<file path="config.mk">
export PLATFORM = sky130hd
export DESIGN_NAME = instr_sequencer_flat
export DESIGN_NICKNAME = d
export VERILOG_FILES = /design/src/rtl/instr_sequencer_if.sv /design/src/rtl/instr_sequencer.sv /design/src/flat_wrapper.sv
export SDC_FILE = /design/constraint.sdc
export NUM_CORES = 1
export LEC_CHECK = 0
export BUFFER_PORTS_ARGS = -buffer_cell sky130_fd_sc_hd__buf_2
export CORE_MARGIN = 8
export CORE_UTILIZATION = 61
export DETAILED_ROUTE_END_ITERATION = 16
export GPL_TIMING_DRIVEN = 0
export PLACE_DENSITY = 0.84
export SLEW_MARGIN = 0
export SYNTH_ARGS = -nofsm -noshare
export SYNTH_HDL_FRONTEND = slang
export SYNTH_SLANG_ARGS = --single-unit
</file>
<file path="constraint.sdc">
create_clock -name clk -period 7.8 [get_ports clk]
set_input_delay 0.78 -clock clk [delete_from_list [all_inputs] [get_ports clk]]
set_output_delay 0.78 -clock clk [all_outputs]
set_load 0.005 [all_outputs]
</file>
<file path="src/rtl/instr_sequencer_if.sv">
// Program-memory bus and issue handshake between the sequencer and its
// memory/datapath neighbours.
interface instr_sequencer_if #(
   parameter int ADDR_W = 8
);
   logic              mem_rd;
   logic [ADDR_W-1:0] mem_addr;
   logic [7:0]        mem_rdata;
   logic              issue_valid;
   logic              issue_ready;
   logic [7:0]        instr;
   logic [7:0]        instr_dest;
   logic [7:0]        instr_src;

   modport master (
      output mem_rd, mem_addr, issue_valid, instr, instr_dest, instr_src,
      input  mem_rdata, issue_ready
   );

   modport slave (
      input  mem_rd, mem_addr, issue_valid, instr, instr_dest, instr_src,
      output mem_rdata, issue_ready
   );
endinterface

</file>
<file path="src/rtl/instr_sequencer.sv">
// Fetch/issue controller: reads variable-length instructions from a byte-wide
// synchronous program memory, assembles opcode + operands and issues them over
// a valid/ready handshake. JUMP is resolved here; HALT or running past the end
// of the program stops the run.
module instr_sequencer #(
   parameter int ADDR_W     = 8,
   parameter int PROG_LEN   = 256,
   parameter int START_ADDR = 0
) (
   input  logic              clk,
   input  logic              reset,
   input  logic              start,
   instr_sequencer_if.master bus,
   output logic [ADDR_W-1:0] pc,
   output logic              busy,
   output logic              halted,
   output logic              end_of_prog
);

   typedef enum logic [2:0] {IDLE, REQ, CAP, ISSUE, HALTED} state_t;

   localparam logic [7:0]        OP_HALT  = 8'h13;
   localparam logic [7:0]        OP_JUMP  = 8'h15;
   localparam logic [ADDR_W-1:0] START_PC = ADDR_W'(START_ADDR);
   localparam logic [31:0]       PROG_END = 32'(PROG_LEN);

   state_t            state;
   logic [1:0]        k;
   logic [1:0]        len_q;
   logic [7:0]        op_q;
   logic [7:0]        b1_q;
   logic [7:0]        cap_op;
   logic [1:0]        cap_len;
   logic [1:0]        next_k;
   logic [ADDR_W-1:0] next_pc;

   function automatic logic [1:0] op_len(input logic [7:0] op);
      if (op <= 8'h0C)      return 2'd3;
      else if (op <= 8'h15) return 2'd2;
      else                  return 2'd1;
   endfunction

   function automatic logic in_prog(input logic [ADDR_W-1:0] a);
      return 32'(a) < PROG_END;
   endfunction

   // Opcode/length of the instruction being captured, and the PC after issue.
   always_comb begin
      cap_op  = (k == 2'd0) ? bus.mem_rdata : op_q;
      cap_len = (k == 2'd0) ? op_len(bus.mem_rdata) : len_q;
      next_k  = k + 2'd1;
      next_pc = (bus.instr == OP_JUMP) ? ADDR_W'(bus.instr_src)
                                       : pc + ADDR_W'(len_q);
   end

   // Sequencer FSM. The end-of-program test is made when entering REQ, so
   // mem_rd being low in REQ means "no fetch, stop the run".
   always_ff @(posedge clk or negedge reset) begin
      if (!reset) begin
         state           <= IDLE;
         pc              <= START_PC;
         k               <= '0;
         len_q           <= '0;
         op_q            <= '0;
         b1_q            <= '0;
         bus.mem_rd      <= 1'b0;
         bus.mem_addr    <= '0;
         bus.issue_valid <= 1'b0;
         bus.instr       <= '0;
         bus.instr_dest  <= '0;
         bus.instr_src   <= '0;
         busy            <= 1'b0;
         halted          <= 1'b0;
         end_of_prog     <= 1'b0;
      end else begin
         case (state)
            IDLE, HALTED: begin
               if (start) begin
                  pc           <= START_PC;
                  k            <= '0;
                  end_of_prog  <= 1'b0;
                  busy         <= 1'b1;
                  halted       <= 1'b0;
                  bus.mem_rd   <= in_prog(START_PC);
                  bus.mem_addr <= START_PC;
                  state        <= REQ;
               end
            end
            REQ: begin
               if (!bus.mem_rd) begin
                  end_of_prog <= 1'b1;
                  busy        <= 1'b0;
                  halted      <= 1'b1;
                  state       <= HALTED;
               end else begin
                  bus.mem_rd <= 1'b0;
                  state      <= CAP;
               end
            end
            CAP: begin
               op_q  <= cap_op;
               len_q <= cap_len;
               if (k == 2'd1) b1_q <= bus.mem_rdata;
               if (next_k < cap_len) begin
                  k            <= next_k;
                  bus.mem_rd   <= 1'b1;
                  bus.mem_addr <= pc + ADDR_W'(next_k);
                  state        <= REQ;
               end else begin
                  bus.instr <= cap_op;
                  case (cap_len)
                     2'd3: begin
                        bus.instr_dest <= b1_q;
                        bus.instr_src  <= bus.mem_rdata;
                     end
                     2'd2: begin
                        if (cap_op == OP_JUMP) begin
                           bus.instr_dest <= '0;
                           bus.instr_src  <= bus.mem_rdata;
                        end else begin
                           bus.instr_dest <= bus.mem_rdata;
                           bus.instr_src  <= '0;
                        end
                     end
                     default: begin
                        bus.instr_dest <= '0;
                        bus.instr_src  <= '0;
                     end
                  endcase
                  bus.issue_valid <= 1'b1;
                  state           <= ISSUE;
               end
            end
            ISSUE: begin
               if (bus.issue_ready) begin
                  bus.issue_valid <= 1'b0;
                  k               <= '0;
                  if (bus.instr == OP_HALT) begin
                     busy   <= 1'b0;
                     halted <= 1'b1;
                     state  <= HALTED;
                  end else begin
                     pc           <= next_pc;
                     bus.mem_rd   <= in_prog(next_pc);
                     bus.mem_addr <= next_pc;
                     state        <= REQ;
                  end
               end
            end
            default: state <= IDLE;
         endcase
      end
   end

endmodule

</file>
<file path="src/flat_wrapper.sv">
// flat-port wrapper written by rule: the top's interface ports become plain ports
module instr_sequencer_flat 
#(
   parameter int ADDR_W     = 8,
   parameter int PROG_LEN   = 256,
   parameter int START_ADDR = 0
)
  (clk, reset, start, pc, busy, halted, end_of_prog, bus_mem_rd, bus_mem_addr, bus_issue_valid, bus_instr, bus_instr_dest, bus_instr_src, bus_mem_rdata, bus_issue_ready);
  instr_sequencer_if #(.ADDR_W(ADDR_W)) bus_i ();
  input  logic clk;
  input  logic reset;
  input  logic start;
  output logic [ADDR_W-1:0] pc;
  output logic busy;
  output logic halted;
  output logic end_of_prog;
  output wire logic [$bits(bus_i.mem_rd)-1:0] bus_mem_rd;
  output wire logic [$bits(bus_i.mem_addr)-1:0] bus_mem_addr;
  output wire logic [$bits(bus_i.issue_valid)-1:0] bus_issue_valid;
  output wire logic [$bits(bus_i.instr)-1:0] bus_instr;
  output wire logic [$bits(bus_i.instr_dest)-1:0] bus_instr_dest;
  output wire logic [$bits(bus_i.instr_src)-1:0] bus_instr_src;
  input wire logic [$bits(bus_i.mem_rdata)-1:0] bus_mem_rdata;
  input wire logic [$bits(bus_i.issue_ready)-1:0] bus_issue_ready;
  assign bus_mem_rd = bus_i.mem_rd;
  assign bus_mem_addr = bus_i.mem_addr;
  assign bus_issue_valid = bus_i.issue_valid;
  assign bus_instr = bus_i.instr;
  assign bus_instr_dest = bus_i.instr_dest;
  assign bus_instr_src = bus_i.instr_src;
  assign bus_i.mem_rdata = bus_mem_rdata;
  assign bus_i.issue_ready = bus_issue_ready;
  instr_sequencer #(.ADDR_W(ADDR_W), .PROG_LEN(PROG_LEN), .START_ADDR(START_ADDR)) u_core (.clk(clk), .reset(reset), .start(start), .bus(bus_i), .pc(pc), .busy(busy), .halted(halted), .end_of_prog(end_of_prog));
endmodule
</file>
==> impl_metrics.ini <==
[status]
status = complete, no violations

[clock_network]
cts_resized = 0
numCtsBuffers = 9
clk_latency_ps = 350
clk_pin_slew_ps = 70
root_buffer = clkbuf_8
postCtsHoldBufs = 0
cts_setup_buffers = 0
h-tree-depth = 3
cts_buffer_depth = 2
cts_num_sinks = 68
cts_tree = done

[yosys]
syn_inst = 329
synth_edf_count = 0
synth_nets = 350
seq_area_frac_synth_pct = 47.70
syn_area_um2 = 3567
synth_top_flop_cell = dfrtp_1
yosysWarnings = 0
syn_area_per_cell_um2 = 10.84
synthArstFlopShare_pct = 100.0
yosysUniqueCellTypes = 59
ys_ff_latch = 68

[sta]
tns_ps = 0
max_slew_margin_pct = 38.71
period_share_pct = 45.52
fmax_mhz = 281.7
worst_slew_pin_slew_ps = 906.9
hold_viol = 0
setup_violations = 0
rsz0062_at_grt = no
maxSlewViolCount = 0
fin_skew_ps = 9.002
min_period_ps = 3550

[worst_setup_path]
r2r-end = u_core.bus.mem_addr[0]$_DFFE_PN0P_
crit_chain = inv_1 -> ha_1 -> nand2b_1 -> a2111oi_4 -> a21oi_2 -> ha_1 -> a21o_1 -> a22o_1 -> nor2_1 -> mux2_2
critical_path_class = flop to flop
r2r_start = u_core.k[0]$_DFFE_PN0P_
reg2reg_depth = 10
crit_fanout = 7
worstPathRequired_ps = 8030
cp-end-kind = flop
cp-start-kind = flop
cp_slowest_stage_delay_ps = 560
cpMostUsedCell = ha_1
critPathArrivalTime_ps = 3790
cp_slowest_cell = nor2_1
rrSetupSlack_ps = 4250

[drt]
wirelength_mm = 8.528
ant_nets = 0
avgRoutedWirePerCell_um = 17.92
drt-initial-drc-count = 181
drc = 0
vias_per_cell = 6.055
vias = 2882
drt_pre_antenna_iters = 4

[floorplanning]
die_h_um = 92.47
fp.dieW_um = 92.47
core_area_um2 = 5781
initial_core_util_pct = 61.71
ioPinCount = 57
die-area_um2 = 8551
num_rows = 28

[layout]
final_cell_mix = dfrtp_1, buf_2, nand2_1, mux2_2, o21ai_0
nFillCells = 463
area_growth_pct = 15.96
final_common_cell = dfrtp_1
drive_gt1_share_pct = 26.93
final_nets = 417
seq_area_um2 = 1702
multiInputGateArea_um2 = 1738
antenna_cells = 0

[power]
ir_worst_vdd_v = 0.0001918
p_leak_nw = 1.969
p_total_mw = 1.417
cellPowerDensity_nw_per_um2 = 342.6

[grt]
grt_overflow_total = 0
grt_pass1_vias = 2941
grt_pass1_wl_mm = 14.33
grt_max_degree = 69
grt_use_total_pct = 20.96
grt_antenna_before_repair = 0

[worst_hold_path]
hold_end = u_core.halted$_DFFE_PN0P_
hold_path.class = flop to flop
min_from = u_core.halted$_DFFE_PN0P_
min_delay_path_depth = 1

[flow_run]
cap_violations = 0

[placed_design]
gp_congestion = 0.8726
io_buffers = 56
dp_hpwl_mm = 6.312
cells by family after synthesis:
group | count (synthesis) | synth area share, %
simple gates | 98 | 14.87
compound gates | 82 | 17.71
flops | 68 | 47.70
mux | 34 | 10.35
buf+inv | 29 | 3.577
xor+xnor | 9 | 2.210
fa+ha+maj | 9 | 3.578
registers in the layout (all words and copies together) (netlist names):
signal and flops:
u_core.k 2, u_core.bus.instr_src 8, u_core.b1_q 8, u_core.halted 1, u_core.busy 1, u_core.len_q 2
u_core.pc 8, u_core.bus.issue_valid 1, u_core.op_q 8, u_core.bus.mem_addr 8, u_core.bus.instr 8, u_core.bus.mem_rd 1
u_core.bus.instr_dest 8, u_core.end_of_prog 1, u_core.state 3
worst max-delay path by stage:
stage               slack (ps)  depth (start not counted)                     from                                  to
global placement          4020                          9         bus_mem_rdata[1]  u_core.bus.mem_addr[0]$_DFFE_PN0P_
global route              3970                         12  u_core.k[0]$_DFFE_PN0P_         u_core.state[1]$_DFFE_PN0P_
detailed placement        4000                          9         bus_mem_rdata[1]  u_core.bus.mem_addr[0]$_DFFE_PN0P_
floorplan                 4550                          8         bus_mem_rdata[1]  u_core.bus.mem_addr[0]$_DFFE_PN0P_
CTS                       4260                         10  u_core.k[0]$_DFFE_PN0P_  u_core.bus.mem_addr[0]$_DFFE_PN0P_
finish                    4250                         10  u_core.k[0]$_DFFE_PN0P_  u_core.bus.mem_addr[0]$_DFFE_PN0P_
power by group:
part	switching (mW)	leakage [nW]	internal (mW)
logic	0.298	0.989	0.253
clock network	0.138	0.0962	0.148
registers	0.102	0.884	0.478
cells in the mapped netlist (3+ instances only):
| cell | instances | area (um^2) |
|---|---|---|
| a21o_1 | 5 | 37.54 |
| a21oi_1 | 9 | 45.04 |
| a221o_1 | 7 | 70.07 |
| a32o_1 | 8 | 80.08 |
| and2_0 | 4 | 25.02 |
| and2_1 | 7 | 43.79 |
| and3_1 | 3 | 18.77 |
| buf_2 | 3 | 15.01 |
| clkbuf_1 | 9 | 33.78 |
| dfrtp_1 | 68 | 1702 |
| ha_1 | 7 | 87.58 |
| inv_1 | 15 | 56.30 |
| mux2_2 | 23 | 259.0 |
| mux2i_1 | 11 | 110.1 |
| nand2_1 | 30 | 112.6 |
| nand2b_1 | 3 | 18.77 |
| nand3_1 | 5 | 25.02 |
| nor2_1 | 18 | 67.56 |
| nor3_1 | 7 | 35.03 |
| nor4b_1 | 4 | 35.03 |
| o21a_1 | 3 | 22.52 |
| o21ai_0 | 21 | 105.1 |
| o32ai_1 | 4 | 35.03 |
| o41ai_1 | 4 | 35.03 |
| xnor2_1 | 6 | 52.55 |
| xor2_1 | 3 | 26.28 |
critical path: cells and delay by family, from the launching register on:
| kind | cells | cell delay (ps) |
|---|---|---|
| multiplexers | 1 | 420 |
| flip-flops | 1 | 420 |
| AND/OR/NAND/NOR | 2 | 690 |
| buffers and inverters | 1 | 100 |
| adder cells (fa/ha/maj) | 2 | 620 |
| AO/OA/AOI/OAI | 4 | 1170 |
metrics by stage:
step	hold slack [ps]	std cells	worst slack, ps	util (%)	area, um^2
floorplan	468.8	329	4553	-	3567
global placement	467.6	460	4024	68.18	3941
detailed placement	480.9	460	3997	68.23	3944
CTS	497.9	476	4261	71.56	4136
global route	508.6	476	3969	71.56	4136
finish	493.1	476	4250	71.56	4136
layer usage:
metal,global-route usage (%),routed length (um)
met1,26.31,3768
met5,0,0
met2,33.79,4031
met3,6.230,555
met4,7.114,173
cell type report:
cell class / instances / share of cell area [%]
buffer: 14 / 1.724
clock inverter: 6 / 1.573
sequential: 68 / 41.14
inverter: 15 / 1.361
tap: 75 / 2.269
multi-input combinational: 232 / 42.01
clock buffer: 10 / 3.085
timing repair buffer: 56 / 6.836
No activity file was read; power rests on OpenSTA's default activity.
